### src/rtl/sprite_plotter.sv
// sprite_plotter: per-object draw engine.
// Scans a WIDTH x HEIGHT rectangle at the object's origin one pixel per
// cycle, then pulses done. Also owns the origin register and steps it on
// granted moves, with wrap-around at the screen edges (320x240).
module sprite_plotter #(
  parameter int         WIDTH         = 27,
  parameter int         HEIGHT        = 5,
  parameter int         X_INIT        = 0,
  parameter int         Y_INIT        = 100,
  parameter int         STEP          = 4,
  parameter logic [2:0] SPRITE_COLOUR = 3'b100,
  parameter logic [2:0] BG_COLOUR     = 3'b000
) (
  input  logic       clock,
  input  logic       resetn,
  input  logic       enable,
  input  logic       erase,
  input  logic       can_move,
  input  logic       move_req,
  input  logic [1:0] dir,
  output logic [8:0] x,
  output logic [7:0] y,
  output logic [8:0] x_final,
  output logic [7:0] y_final,
  output logic [2:0] colour,
  output logic       plot,
  output logic       done
);

  typedef enum logic [1:0] {
    IDLE = 2'd0,
    SCAN = 2'd1,
    DONE = 2'd2
  } state_t;

  localparam logic [5:0] CX_LAST = 6'(WIDTH - 1);
  localparam logic [5:0] CY_LAST = 6'(HEIGHT - 1);
  localparam logic [9:0] STEP_W  = 10'(STEP);
  localparam logic [9:0] X_MAX   = 10'(320 - WIDTH);
  localparam logic [9:0] Y_MAX   = 10'(240 - HEIGHT);
  localparam logic [8:0] X_RST   = 9'(X_INIT);
  localparam logic [7:0] Y_RST   = 8'(Y_INIT);

  state_t     state_q, state_d;
  logic [5:0] cx_q, cx_d;
  logic [5:0] cy_q, cy_d;
  logic       erase_l_q, erase_l_d;
  logic [8:0] x_q, x_d;
  logic [7:0] y_q, y_d;

  logic [9:0] x_ext_s, y_ext_s;
  logic [9:0] x_inc_s, x_dec_s, y_inc_s, y_dec_s;

  // Next-state logic for the scan FSM and the pixel counters.
  always_comb begin
    state_d   = state_q;
    cx_d      = cx_q;
    cy_d      = cy_q;
    erase_l_d = erase_l_q;
    case (state_q)
      IDLE: begin
        if (enable) begin
          state_d   = SCAN;
          cx_d      = 6'd0;
          cy_d      = 6'd0;
          erase_l_d = erase;
        end else begin
          state_d = IDLE;
        end
      end
      SCAN: begin
        // Dropping enable aborts the scan without a done pulse.
        if (!enable) begin
          state_d = IDLE;
        end else if (cx_q == CX_LAST) begin
          cx_d = 6'd0;
          cy_d = cy_q + 6'd1;
          if (cy_q == CY_LAST) begin
            state_d = DONE;
          end else begin
            state_d = SCAN;
          end
        end else begin
          cx_d = cx_q + 6'd1;
        end
      end
      DONE: begin
        state_d = IDLE;
      end
      default: begin
        state_d = IDLE;
      end
    endcase
  end

  // Origin update: granted moves only in IDLE, wrapping at the screen edges.
  always_comb begin
    x_ext_s = {1'b0, x_q};
    y_ext_s = {2'b00, y_q};
    x_inc_s = x_ext_s + STEP_W;
    x_dec_s = x_ext_s - STEP_W;
    y_inc_s = y_ext_s + STEP_W;
    y_dec_s = y_ext_s - STEP_W;
    x_d     = x_q;
    y_d     = y_q;
    if (can_move && move_req && (state_q == IDLE)) begin
      case (dir)
        2'd0: begin
          if (x_inc_s <= X_MAX) begin
            x_d = x_inc_s[8:0];
          end else begin
            x_d = 9'd0;
          end
        end
        2'd1: begin
          if (x_ext_s >= STEP_W) begin
            x_d = x_dec_s[8:0];
          end else begin
            x_d = X_MAX[8:0];
          end
        end
        2'd2: begin
          if (y_inc_s <= Y_MAX) begin
            y_d = y_inc_s[7:0];
          end else begin
            y_d = 8'd0;
          end
        end
        2'd3: begin
          if (y_ext_s >= STEP_W) begin
            y_d = y_dec_s[7:0];
          end else begin
            y_d = Y_MAX[7:0];
          end
        end
        default: begin
          x_d = x_q;
          y_d = y_q;
        end
      endcase
    end else begin
      x_d = x_q;
      y_d = y_q;
    end
  end

  // State, counter and origin registers with asynchronous reset.
  always_ff @(posedge clock or negedge resetn) begin
    if (!resetn) begin
      state_q   <= IDLE;
      cx_q      <= 6'd0;
      cy_q      <= 6'd0;
      erase_l_q <= 1'b0;
      x_q       <= X_RST;
      y_q       <= Y_RST;
    end else begin
      state_q   <= state_d;
      cx_q      <= cx_d;
      cy_q      <= cy_d;
      erase_l_q <= erase_l_d;
      x_q       <= x_d;
      y_q       <= y_d;
    end
  end

  // Moore output decode straight from the registers.
  always_comb begin
    x       = x_q;
    y       = y_q;
    x_final = x_q + {3'b000, cx_q};
    y_final = y_q + {2'b00, cy_q};
    colour  = erase_l_q ? BG_COLOUR : SPRITE_COLOUR;
    plot    = (state_q == SCAN);
    done    = (state_q == DONE);
  end

endmodule

### config.mk
export PLATFORM = sky130hd
export DESIGN_NAME = sprite_plotter
export DESIGN_NICKNAME = d
export VERILOG_FILES = /design/src/rtl/sprite_plotter.sv
export SDC_FILE = /design/constraint.sdc
export NUM_CORES = 1
export LEC_CHECK = 0
export CORE_ASPECT_RATIO = 1.25
export CORE_MARGIN = 2
export CORE_UTILIZATION = 45
export CTS_CLUSTER_DIAMETER = 100
export DETAILED_ROUTE_END_ITERATION = 6
export DONT_BUFFER_PORTS = 1
export SLEW_MARGIN = 10
export SYNTH_ARGS = -nofsm -noshare
export SYNTH_HDL_FRONTEND = slang
export SYNTH_SLANG_ARGS = --single-unit
### constraint.sdc
create_clock -name clock -period 2.8 [get_ports clock]
set_clock_uncertainty 0.2 [all_clocks]
set_input_delay 0.28 -clock clock [delete_from_list [all_inputs] [get_ports clock]]
set_output_delay 0.28 -clock clock [all_outputs]
set_load 0.01 [all_outputs]
# == After elaboration in Yosys (flattened, before gate mapping) ==
# Cells that the tools add are included.
# classes
n_addsub,8
n_lt_le_gt_ge,4
n_eq_ne,11
n_mux,19
n_reduce_logical,12
# op_table
cell,count
6-bit 2-to-1 mux,5
6-bit case mux with 2 select lines,2
9-bit 2-to-1 mux,2
9-bit case mux with 2 select lines,1
8-bit 2-to-1 mux,2
8-bit case mux with 2 select lines,1
"6-bit by 1-bit adder with 6-bit output, second input constant",2
"9-bit by 3-bit adder with 10-bit output, second input constant",1
"10-bit by 9-bit <= comparator with 1-bit output, second input constant",1
"8-bit by 3-bit adder with 9-bit output, second input constant",1
9-bit by 6-bit adder with 9-bit output,1
"9-bit by 3-bit greater-or-equal comparator with 1-bit output, second input constant",1
"9-bit by 8-bit <= comparator with 1-bit output, second input constant",1
"9-bit by 3-bit subtractor with 9-bit output, second input constant",1
8-bit by 6-bit adder with 8-bit output,1
"8-bit by 3-bit greater-or-equal comparator with 1-bit output, second input constant",1
"8-bit by 3-bit subtractor with 8-bit output, second input constant",1
"2-bit == test, second input constant",3
"6-bit by 3-bit == test with 1-bit output, second input constant",1
"6-bit by 5-bit == test with 1-bit output, second input constant",1
2-bit 2-to-1 mux,3
2-bit AND reduction,3
2-bit nonzero test,3
"2-bit by 1-bit == test with 1-bit output, second input constant",2
10 further kinds,13
# word_totals
ff_bits,32
in_bits,8
word_cells,60

# == Logic depth before layout (Yosys ltp) ==
# depth
ltp_word,5
ltp_mapped,9
mapped_depth_nobuf,9

# == Worst setup path after synthesis ==
# No wires, ideal clock.
# synth_timing
path_kind,reg2out
from,"register y_q[0], in the netlist y[0]"
to,output port y_final[7]
t_arrival_ps,1921
path_slack_ps,399
path_stages_with_launch,8
n_path_buf,0
cell_sequence,dfrtp_1 > ha_1 > a21o_1 > a21oi_1 > nand2b_1 > a21oi_1 > mux2i_1 > or3b_2
# synth_via
elab_chain_cells,1
# synth_rtl
item,line,rtl
start: declaration,49,"logic [7:0] y_q, y_d;"
start signal: assignment,162,y_q <= y_d;
8-bit by 6-bit adder with 8-bit output,171,"y_final = y_q + {2'b00, cy_q};"
end: declaration,24,"output logic [7:0] y_final,"
# No other way between the ends.

# == Final worst setup path ==
# Same ends and word-level chain as after synthesis.

==> results by group <==
Run status
  • Status: completed

Critical path
  • Crit path from: y[0]
  • Critical path, cell by cell: ha_1 > a21o_1 > a21oi_2 > nand2b_1 > a21oi_1 > mux2i_1 > or3b_2
  • Crit path launch type: flip-flop
  • Critical Path End: y_final[7]
  • CP required: 2.32 ns
  • CP Capture Type: output pin
  • Slowest stage cell on the critical path: or3b_2
  • Reg2reg end: x[0]
  • Reg2reg start: x[3]
  • Top delay family on crit path: simple AND/OR/NAND/NOR gates
  • Worst path max stage delay: 0.51 ns
  • WS Path Type: flip-flop to output pin
  • Buf/Inv on CP: 0
  • Levels on crit path: 7
  • Worst Path Max Fanout: 4
  • CP arrival: between 2 and 2.5 ns
  • R2r setup slk: about 0.44 ns
  • Reg2Reg Depth: 7

Placement
  • Placement Setup Slack: between 0.3 and 0.4 ns
  • Post-DP HPWL: about 4500 µm
  • PortBufs: 0
  • Routability congestion estimate: 0.8832

Floorplanning
  • Die Span Y: 89.23 µm
  • Total die area: between 6000 and 7000 µm²
  • Site Rows: 31
  • Die Wd: around 72 µm
  • I/O pins: 47
  • Core Area: between 5000 and 6000 µm²
  • Initial Utilization: 0.4586

STA
  • Crit path time final: ~2.7 ns
  • Final Hold Viols: 0
  • Worst Slack Setup Final: between 0.1 and 0.15 ns
  • Setup Viol. Count Final: 0
  • Maximum clock rate: between 0.3 and 0.4 GHz
  • Fin crit share: 0.9503
  • Worst-margin pin slew: approximately 0.53 ns
  • Slew HR: 0.6435
  • Count of pins over their slew limit: 0

Min path
  • HP Start: dir[1]
  • Worst Hold Class: input pin to flip-flop

Global route
  • GR Util met3: 0.04510
  • Initial antenna violation count: 0
  • Grt peak-use layer: met2
  • Global-route met1 utilization: 0.2519
  • GR Util met2: 0.3461
  • Total grt overflow: 0
  • First-pass GRT wire length: 10390 µm
  • Total track usage: 0.2060
  • Largest net degree at the start of global routing: 31
  • Number of global-route vias before repair: 2203

Logic synthesis
  • Synth unique cells: 55
  • Synth top area share: 0.2584
  • Netlist Area Pre-Place: ~2600 µm²
  • Syn avg cell area: about 8.2 µm²
  • FF+latch count, synth: 30
  • Ys async rst share: 1.000
  • Main synth FF type: dfrtp_1
  • Synth warn: 0
  • Largest area contributor in the netlist: dfrtp_1
  • Synth cell count leaders: dfrtp_1, o21ai_0, ha_1, nand2_1, inv_1
  • EDFF count, synth: 0
  • Top post-synthesis cells by area: dfrtp_1, ha_1, o21ai_0
  • Syn Inst Count: roughly 320
  • Post-synthesis sequential area ratio: 0.2885

Power and ir drop
  • Pwr per Cell Area: 852.3 nW/µm²
  • Comb power frac: 0.451
  • VDD IR-drop max: 0.4331 mV
  • Switching power: between 0.001 and 0.0015 W
  • Sw frac: 0.4637
  • Pleak: about 1.2 nW
  • Clock share of power: 0.193
  • Internal power component: 0.001310 W
  • Flop pwr share: 0.357
  • Tot Pwr: about 0.0024 W

Job
  • Max-cap viol count: 0

Drt
  • Total number of vias: approximately 2300
  • WL per Instance: approximately 16 µm
  • Iter 0 DRT Violations: about 200
  • Drt drc: 0
  • ANT nets after route: 0
  • Routed WL: between 6000 and 7000 µm
  • Vias/cell: between 5 and 6
  • 1st-pass router iterations: 4

Layout
  • Final core occ: 0.5025
  • Layout Nets: 351
  • Layout area overhead: 9.569%
  • Antenna Diode Count: 0
  • Number of fill cells in the layout: roughly 540
  • Layout cells sized above 1: 0.09063

Clock network
  • CTS H-tree lvls: 2
  • CTS tree: yes
  • CTS buffer count: 5
  • Clock Path Buffers: 2
  • Worst-Skew Late Latency: roughly 0.28 ns
  • Clk sinks: 30
  • Worst-path clk slew: 0.07 ns
  • Root Driver: clkbuf_8
==> registers in the layout, summed over array words and instances, names as in the netlist <==
register   cells
state_q        2
cx_q           6
erase_l_q      1
x              8
y              7
cy_q           6
==> metal layers <==
metal / wire, µm / part of all wire / vias up
li1: - / - / 1128
met1: 2803 / 0.45 / 1101
met2: 3072 / 0.49 / 70
met3: 309 / 0.049 / 9
met4: 102 / 0.016 / 0
met5: 0 / 0 / -
==> placed cells by master (no fill, tap or decap), types with 3 or more instances in the layout <==
master	netlist	routed
nor2_1	21	21
clkbuf_8	0	6
o21a_1	4	4
xor2_1	11	11
nand4_1	6	6
conb_1	1	3
xnor2_1	11	10
a311oi_1	3	3
dlygate4sd3_1	0	3
a21o_1	4	4
and2_1	4	4
buf_4	5	7
mux2i_1	3	3
nor3_1	12	12
dfstp_2	3	3
nand2_1	23	23
and3_1	3	3
nand3_1	12	12
a211oi_1	3	3
a31oi_1	4	4
o21ai_0	27	26
a21oi_1	18	16
nor2b_1	7	7
inv_1	22	22
ha_1	23	22
nand2b_1	8	8
o21ai_1	2	3
dfrtp_1	27	26
==> worst reg2reg max path: cells and delay by family, from the launching register on <==
family                   cells  cell delay (ns)
flip-flops                   1             0.58
XOR/XNOR                     1             0.19
adder cells (fa/ha/maj)      1             0.33
AO/OA/AOI/OAI                4             0.83
AND/OR/NAND/NOR              1             0.12
==> how the worst min path moves through the flow <==
stage              end  slack (ns)  cells past startpoint
6_report          y[0]        0.02                      3
5_1_grt           y[0]        0.04                      3
4_1_cts           y[0]       0.002                      3
3_5_place_dp   cy_q[2]       -0.21                      0
3_3_place_gp   cy_q[2]       -0.21                      0
2_1_floorplan  cx_q[0]       -0.22                      0
==> cell families after synthesis <==
group           share of synthesized area
compound gates                     0.2115
xor+xnor                          0.07990
fa+ha+maj                          0.1177
buf+inv                           0.06986
flops                              0.2885
mux                               0.01579
other cells                      0.001434
simple gates                       0.2153
==> final cells by class <==
type                            instances  area [µm²]  share of cell area
Clock buffer                            7       86.33             0.03013
Clock inverter                          1       30.03             0.01048
Inverter                               22       82.58             0.02882
Multi-Input combinational cell        248        1713              0.5978
Sequential cell                        30       755.7              0.2638
Tap cell                               66       82.58             0.02882
Timing Repair Buffer                   12       115.1             0.04017
==> power groups by stage <==
stage / combinational (W) / clock [W] / sequential [W]
detailed placement: 0.00104 / 0 / 0.000879
global placement: 0.00104 / 0 / 0.000880
global route: 0.00124 / 0.000504 / 0.000907
finish: 0.00110 / 0.000470 / 0.000871
CTS: 0.00107 / 0.000489 / 0.000872
floorplan: 0.000986 / 0 / 0.000709
==> per-stage QoR <==
| step | instances | hold WS (ns) | cell area, µm² | setup TNS [ns] |
|---|---|---|---|---|
| global placement | 373 | -0.2147 | 2658 | 0 |
| global route | 386 | 0.03542 | 2865 | -0.02572 |
| CTS | 385 | 0.001714 | 2824 | 0 |
| detailed placement | 373 | -0.2147 | 2658 | 0 |
| floorplan | 319 | -0.2156 | 2623 | 0 |
| finish | 386 | 0.01932 | 2865 | 0 |
==> timing repair <==
| action | CTS | global route |
|---|---|---|
| resized for setup | 0 | 6 |
| setup endpoints to repair | 0 | 2 |
| hold endpoints to repair | 33 | 0 |
| hold buffers | 4 | 0 |
| buffers inserted | 0 | 1 |
Power figures use the tool's default switching activity.
